`src/rtl/delay_pipe.sv`:
```
// Runtime-selectable delay line with per-sample valid, clock enable, flush and safe delay switching.
// Optional zero-latency bypass for del_sel = 0 is enabled by defining DELAY_PIPE_BYPASS_EN.
module delay_pipe #(
    parameter int WIDTH   = 8,
    parameter int MAX_DEL = 8
) (
    input  logic                               clk,
    input  logic                               rst,
    input  logic                               ce,
    input  logic                               flush,
    input  logic [$clog2(MAX_DEL+1)-1:0]       del_sel,
    input  logic [WIDTH-1:0]                   din,
    input  logic                               din_valid,
    output logic [WIDTH-1:0]                   dout,
    output logic                               dout_valid,
    output logic                               busy
);

    localparam int SEL_W = $clog2(MAX_DEL + 1);
    localparam logic [SEL_W-1:0] MAX_SEL = SEL_W'(MAX_DEL);

    logic [WIDTH-1:0] data_q [MAX_DEL];
    logic [MAX_DEL-1:0] valid_q;
    logic [SEL_W-1:0] del_q, del_d;
    logic [SEL_W-1:0] settle_q, settle_d;
    logic [SEL_W-1:0] n_sel;
    logic [WIDTH-1:0] tap_data;
    logic             tap_valid;

    // Effective delay: del_sel clamped into the legal range.
    always_comb begin
        n_sel = del_sel;
        if (del_sel > MAX_SEL) begin
            n_sel = MAX_SEL;
        end
`ifdef DELAY_PIPE_BYPASS_EN
        // Zero is legal here and selects the combinational bypass.
`else
        if (del_sel == '0) begin
            n_sel = SEL_W'(1);
        end
`endif
    end

    // NOTE: every variable written in always_comb gets a default first, so no latch is inferred.
    always_comb begin
        del_d    = del_q;
        settle_d = settle_q;
        if (n_sel != del_q) begin
            del_d    = n_sel;
            settle_d = n_sel;
`ifdef DELAY_PIPE_BYPASS_EN
            // Entering or leaving bypass waits for the longer of the two delays.
            if (((n_sel == '0) || (del_q == '0)) && (del_q > n_sel)) begin
                settle_d = del_q;
            end
`endif
        end else if ((settle_q != '0) && ce) begin
            settle_d = settle_q - SEL_W'(1);
        end
        if (flush) begin
            settle_d = '0;
        end
    end

    // NOTE: the data words are reset too, because dout must read 0 right after reset.
    always_ff @(posedge clk) begin
        if (rst) begin
            for (int i = 0; i < MAX_DEL; i++) begin
                data_q[i] <= '0;
            end
            valid_q <= '0;
        end else if (flush) begin
            valid_q <= '0;
        end else if (ce) begin
            data_q[0]  <= din;
            valid_q[0] <= din_valid;
            for (int i = 1; i < MAX_DEL; i++) begin
                data_q[i]  <= data_q[i-1];
                valid_q[i] <= valid_q[i-1];
            end
        end
    end

    always_ff @(posedge clk) begin
        if (rst) begin
            del_q    <= MAX_SEL;
            settle_q <= '0;
        end else begin
            del_q    <= del_d;
            settle_q <= settle_d;
        end
    end

    // Output tap selected by the registered delay, never by del_sel directly.
    always_comb begin
        tap_data  = '0;
        tap_valid = 1'b0;
        for (int i = 0; i < MAX_DEL; i++) begin
            if (del_q == SEL_W'(i + 1)) begin
                tap_data  = data_q[i];
                tap_valid = valid_q[i];
            end
        end
`ifdef DELAY_PIPE_BYPASS_EN
        if (del_q == '0) begin
            tap_data  = din;
            tap_valid = din_valid;
        end
`endif
    end

    assign dout       = tap_data;
    assign dout_valid = tap_valid && (settle_q == '0);
    assign busy       = (settle_q != '0);

endmodule

```
`config.mk`:
```
export PLATFORM = sky130hd
export DESIGN_NAME = delay_pipe
export DESIGN_NICKNAME = d
export VERILOG_FILES = /design/src/rtl/delay_pipe.sv
export SDC_FILE = /design/constraint.sdc
export NUM_CORES = 1
export LEC_CHECK = 0
export CORE_ASPECT_RATIO = 1.2
export CORE_MARGIN = 5
export CORE_UTILIZATION = 40
export DETAILED_ROUTE_END_ITERATION = 10
export HOLD_SLACK_MARGIN = 0.06
export PLACE_DENSITY = 0.57
export SYNTH_ARGS = -nofsm -noshare
export SYNTH_HDL_FRONTEND = slang
export SYNTH_SLANG_ARGS = --single-unit
```
`constraint.sdc`:
```
create_clock -name clk -period 3.15 [get_ports clk]
set_input_delay 0.63 -clock clk [delete_from_list [all_inputs] [get_ports clk]]
set_output_delay 0.63 -clock clk [all_outputs]
set_load 0.02 [all_outputs]
```
# ---- Word level (Yosys, flattened, before mapping)
# Memory sizes are Yosys's and may differ from the RTL's.
# Index checks and enable logic that the tools add are counted.
# W data, S select, Z words.
dict set report totals {
  mem_bits_rw 64
  mem_count 1
  wordCells 64
  input_bits 17
  reg_bits 16
  out_inout_bits 10
}
# name words width rd rd_clocked_by_memory_dff write_ports line_no
set memory_table {}
lappend memory_table {data_q 8 8 8 0 8 22} ;# logic [WIDTH-1:0] data_q [MAX_DEL];
dict set report op_classes {
  n_addsub 1
  magnitude_cmp 1
  mux 34
  bitwise 8
  n_reduce_logical 7
  n_eq_ne 9
}
# operator n
set op_table {}
lappend op_table {{$mux W8} 16}
lappend op_table {{$eq A4 B3 Y1 const B} 4}
lappend op_table {{$mux W4} 4}
lappend op_table {{$mux W1} 14}
lappend op_table {{$eq A4 B2 Y1 const B} 2}
lappend op_table {{$logic_not A4 Y1} 2}
lappend op_table {{$or A1 B1 Y1} 8}
lappend op_table {{$eq A4 B1 Y1 const B} 1}
lappend op_table {{$eq A4 B4 Y1 const B} 1}
lappend op_table {{$gt A4 B4 Y1 const B} 1}
lappend op_table {{$ne A4 B4 Y1} 1}
lappend op_table {{$reduce_bool A4 Y1} 1}
lappend op_table {{$sub A4 B1 Y4 const B} 1}
lappend op_table {{$logic_and A1 B1 Y1} 2}
lappend op_table {{$reduce_bool A2 Y1} 1}
lappend op_table {{$reduce_or A2 Y1} 1}

# ---- Depth between registers and ports, before layout
dict set report logic_depth {
  ltp_word 10
  depth_mapped 7
  ltp_nobuf 6
}

# ---- Worst setup path before layout
# OpenSTA, ideal clock, no wires.
dict set report synth_timing {
  kind {in2reg}
  from {input port rst}
  to {memory data_q[0][0] (enable)}
  t_arrival_ns 2.533
  t_required_ns 2.729
  stages 3
  slack_ns 0.197
  n_path_buf 2
  setup_ns 0.421
  cell_sequence {clkbuf_1 -> clkbuf_1 -> a21o_1}
}
# item line_no
set synth_lines {}
lappend synth_lines {{start, declared} 8} ;# input logic rst,
lappend synth_lines {{end, declared} 22}

# ---- Worst setup path in the final report
dict set report layout_timing {
  from {register del_q[0]}
  to {output port dout_valid}
}
dict set report layout_between {
  elab_chain_cells 10
  word_cells_on_any_way 17
  classes_between {eq/ne: 8; mux: 8; reduce/logical: 1}
}
# item line_no
set layout_lines {}
lappend layout_lines {{start, declared} 24} ;# logic [SEL_W-1:0] del_q, del_d;
lappend layout_lines {{start signal, assigned} 90} ;# del_q <= del_d;
lappend layout_lines {{$eq A4 B1 Y1} 100} ;# if (del_q == SEL_W'(i + 1)) begin
lappend layout_lines {{$mux W1 (7 in a row)} 100}
lappend layout_lines {{$mux W1 (*)} 100}
lappend layout_lines {{$logic_and A1 B1 Y1 (*)} 114} ;# assign dout_valid = tap_valid && (settle_q == '0);
lappend layout_lines {{end, declared} 15} ;# output logic dout_valid,
# Mark *: on every way between the ends. The rest lies on a longest branch, timed or not.

==> impl_metrics.tcl <==
set metrics [dict create \
    post_drt_wl_per_cell_um 15.5 \
    yosysWarningCount 0 \
    port_buffers 26 \
    drive_gt1_share_pct 10.3 \
    netlist_area_um2 3740 \
    ir_drop_mv 0.208 \
    rsz0062_at_grt "false" \
    start_kind "register" \
    htreeDepth 3 \
    root_buffer "clkbuf_8" \
    clockBufferDepth 2 \
    cp_max_fo 17 \
    synthToLayoutAreaGrowth_pct 14.2 \
    routed_via_density 5.25 \
    power_leakage_nw 1.66 \
    cts_buffers 9 \
    grt.total_usage_pct 13.4 \
    max_freq_mhz 331 \
    vias 2458 \
    finalHoldViolCount 0 \
    cts_hold_buf 0 \
    grt_max_degree 57 \
    setup.worst_path.class "register to primary output" \
    postRouteAntennaNets 0 \
    setup_tns_ns 0 \
    core_um2 9080 \
    grt-ovfl-total 0 \
    fin_nets 362 \
    end_kind "primary output" \
    timing.critical_path.buf_inv 2 \
    path_cells "or4b_4 -> inv_1 -> a32oi_1 -> a21oi_1 -> clkdlybuf4s50_1" \
    critical_path_arrival_ns 2.39 \
    synth.avg_cell_area_um2 11.4 \
    drv_cap 0 \
    syn_nets 345 \
    fin_skew_ns 0.00769 \
    clkSinkCount 80 \
    crit_family "buffers and inverters" \
    drc 0 \
    first_global_vias 2429 \
    totalWireLength_um 7230 \
    dp_hpwl_um 4560 \
    antenna_found_initial 0 \
    synthCells 327 \
    fp.dieW_um 98.3 \
    min_period_ns 3.02 \
    cts_tree "done" \
    n_antenna_cell 0 \
    clk_latency_ns 0.34 \
    status "completed" \
    initial_core_util_pct 41.2 \
    slew_viol_final 0 \
    postCtsSetupRepairBufs 0 \
    slew_headroom_pct 65.1 \
    seq_area_frac_synth_pct 59.9 \
    worstMarginPinSlew_ns 0.524 \
    holdWs_ns 0.513 \
    num_rows 38 \
    yosys.cell_types.count 38 \
    die_h_um 116 \
    die_area_um2 11400 \
    ios 27 \
    gp_congestion 0.784 \
    cp_slowest_cell "or4b_4" \
    slowest_delay_ns 0.67 \
    clkTransAtPathRegs_ns 0.08 \
    hold_class "register to register" \
    timing.final.crit_share_pct 95.8 \
    grt_pass1_wl_um 12200 \
    setup_viol 0 \
    required_ns 2.52 \
    cts_resized 3 \
    drtPass1Iterations 6 \
    ys_ff_latch 80 \
    drt_iter0_markers 195 \
    power_density_nw_per_um2 510 \
]
[state kept, by name (all words and copies together), names as in the netlist]
name,cells
del_q,4
valid_q,8
data_q,64
settle_q,4
[cells by family (layout without fill, tap and decap cells)]
group / Yosys count / after routing / share of synthesized area, %
buffers and inverters: 35 / 56 / 4.45
XOR/XNOR: 2 / 2 / 0.468
AND/OR/NAND/NOR: 122 / 122 / 18.7
adder cells (fa/ha/maj): 1 / 1 / 0.334
AO/OA/AOI/OAI: 65 / 65 / 10.2
flip-flops: 80 / 80 / 59.9
multiplexers: 22 / 22 / 5.92
[cell usage in the layout (no fill, tap or decap), types with 2 or more instances in the layout]
cell,count
edfxtp_1,64
and3_1,49
clkdlybuf4s50_1,25
nor2_1,23
mux2i_1,21
o21ai_0,20
nor2b_1,17
o22ai_1,16
a21oi_1,13
dfxtp_1,12
nand2_1,11
a31oi_1,9
clkbuf_8,9
buf_4,8
inv_1,6
or3_1,4
dfxtp_2,4
or2_2,3
nand3b_1,3
nor2_2,2
o211ai_1,2
nor4b_1,2
clkbuf_1,2
[synthesized netlist by cell type]
master	number	share of area, %
nand4b_1	1	0.23
or2_2	3	0.50
or4b_4	1	0.37
buf_4	2	0.40
a32o_2	1	0.30
nor2b_1	17	2.8
nand2b_1	1	0.17
nand2_1	11	1.1
and3_1	49	8.2
mux2i_1	21	5.6
o211ai_1	2	0.40
nand3_1	1	0.13
nand3b_1	3	0.60
a31oi_1	9	1.5
o21ai_0	20	2.7
and4b_1	1	0.27
buf_6	3	0.90
a21oi_1	13	1.7
xnor2_1	1	0.23
clkbuf_1	18	1.8
nor2_1	25	2.5
mux2_2	1	0.30
nor4b_1	2	0.47
ha_1	1	0.33
a311o_1	1	0.27
xor2_1	1	0.23
a32oi_1	1	0.23
edfxtp_1	64	51
a21boi_0	1	0.20
buf_1	2	0.20
inv_1	6	0.60
dfxtp_1	16	8.6
o22ai_1	16	2.7
or3b_1	2	0.47
buf_2	4	0.53
nor3b_1	1	0.20
or3_1	4	0.67
a21o_1	1	0.20
[area by class of cell]
class | count | area, um2
Tap cell | 120 | 150
Fill cell | 867 | 4810
Clock buffer | 11 | 131
Clock inverter | 4 | 46.3
Multi-Input combinational cell | 212 | 1340
Timing Repair Buffer | 35 | 335
Inverter | 6 | 22.5
Sequential cell | 80 | 2250
[tightest hold or removal path, stage by stage, from the launching register on]
cell     delay (ns)
dfxtp_1        0.34
mux2i_1        0.07
nor2_1         0.08
[routing by layer]
layer	track usage, %	up-vias	share of wire [%]
met5	0	-	0
met4	5.74	0	1.0
met3	3.19	7	3.4
met2	19.6	33	44
met1	19.0	1176	51
li1	-	1242	-
[per-stage QoR]
step                      utilization [%]  power [mW]  setup WS [ns]  std cells  instance area (um2)
after global placement               45.0        1.49          0.342        453                 4090
after detailed placement             45.0        1.49          0.332        453                 4090
after floorplan                         -        1.40          0.197        327                 3740
after global routing                 47.1        2.28        0.00133        468                 4280
after CTS                            47.0        2.20         0.0535        468                 4270
final                                47.1        2.18          0.131        468                 4280
[report_power, final]
part | total, mW | internal, mW | switching [mW] | leakage (nW)
Clock | 0.716 | 0.359 | 0.357 | 0.0868
Combinational | 0.229 | 0.102 | 0.127 | 0.765
Sequential | 1.24 | 1.20 | 0.0314 | 0.810
[worst paths after layout]
| check | slack (ns) | to | cells after the start | from |
|---|---|---|---|---|
| max reg2reg | 1.51 | settle_q[0] | 6 | settle_q[0] |
| min | 0.51 | valid_q[7] | 2 | valid_q[7] |
| min reg2reg | 0.51 | valid_q[7] | 2 | valid_q[7] |
| max | 0.13 | dout_valid | 5 | del_q[0] |
No activity file was read; power rests on OpenSTA's default activity.
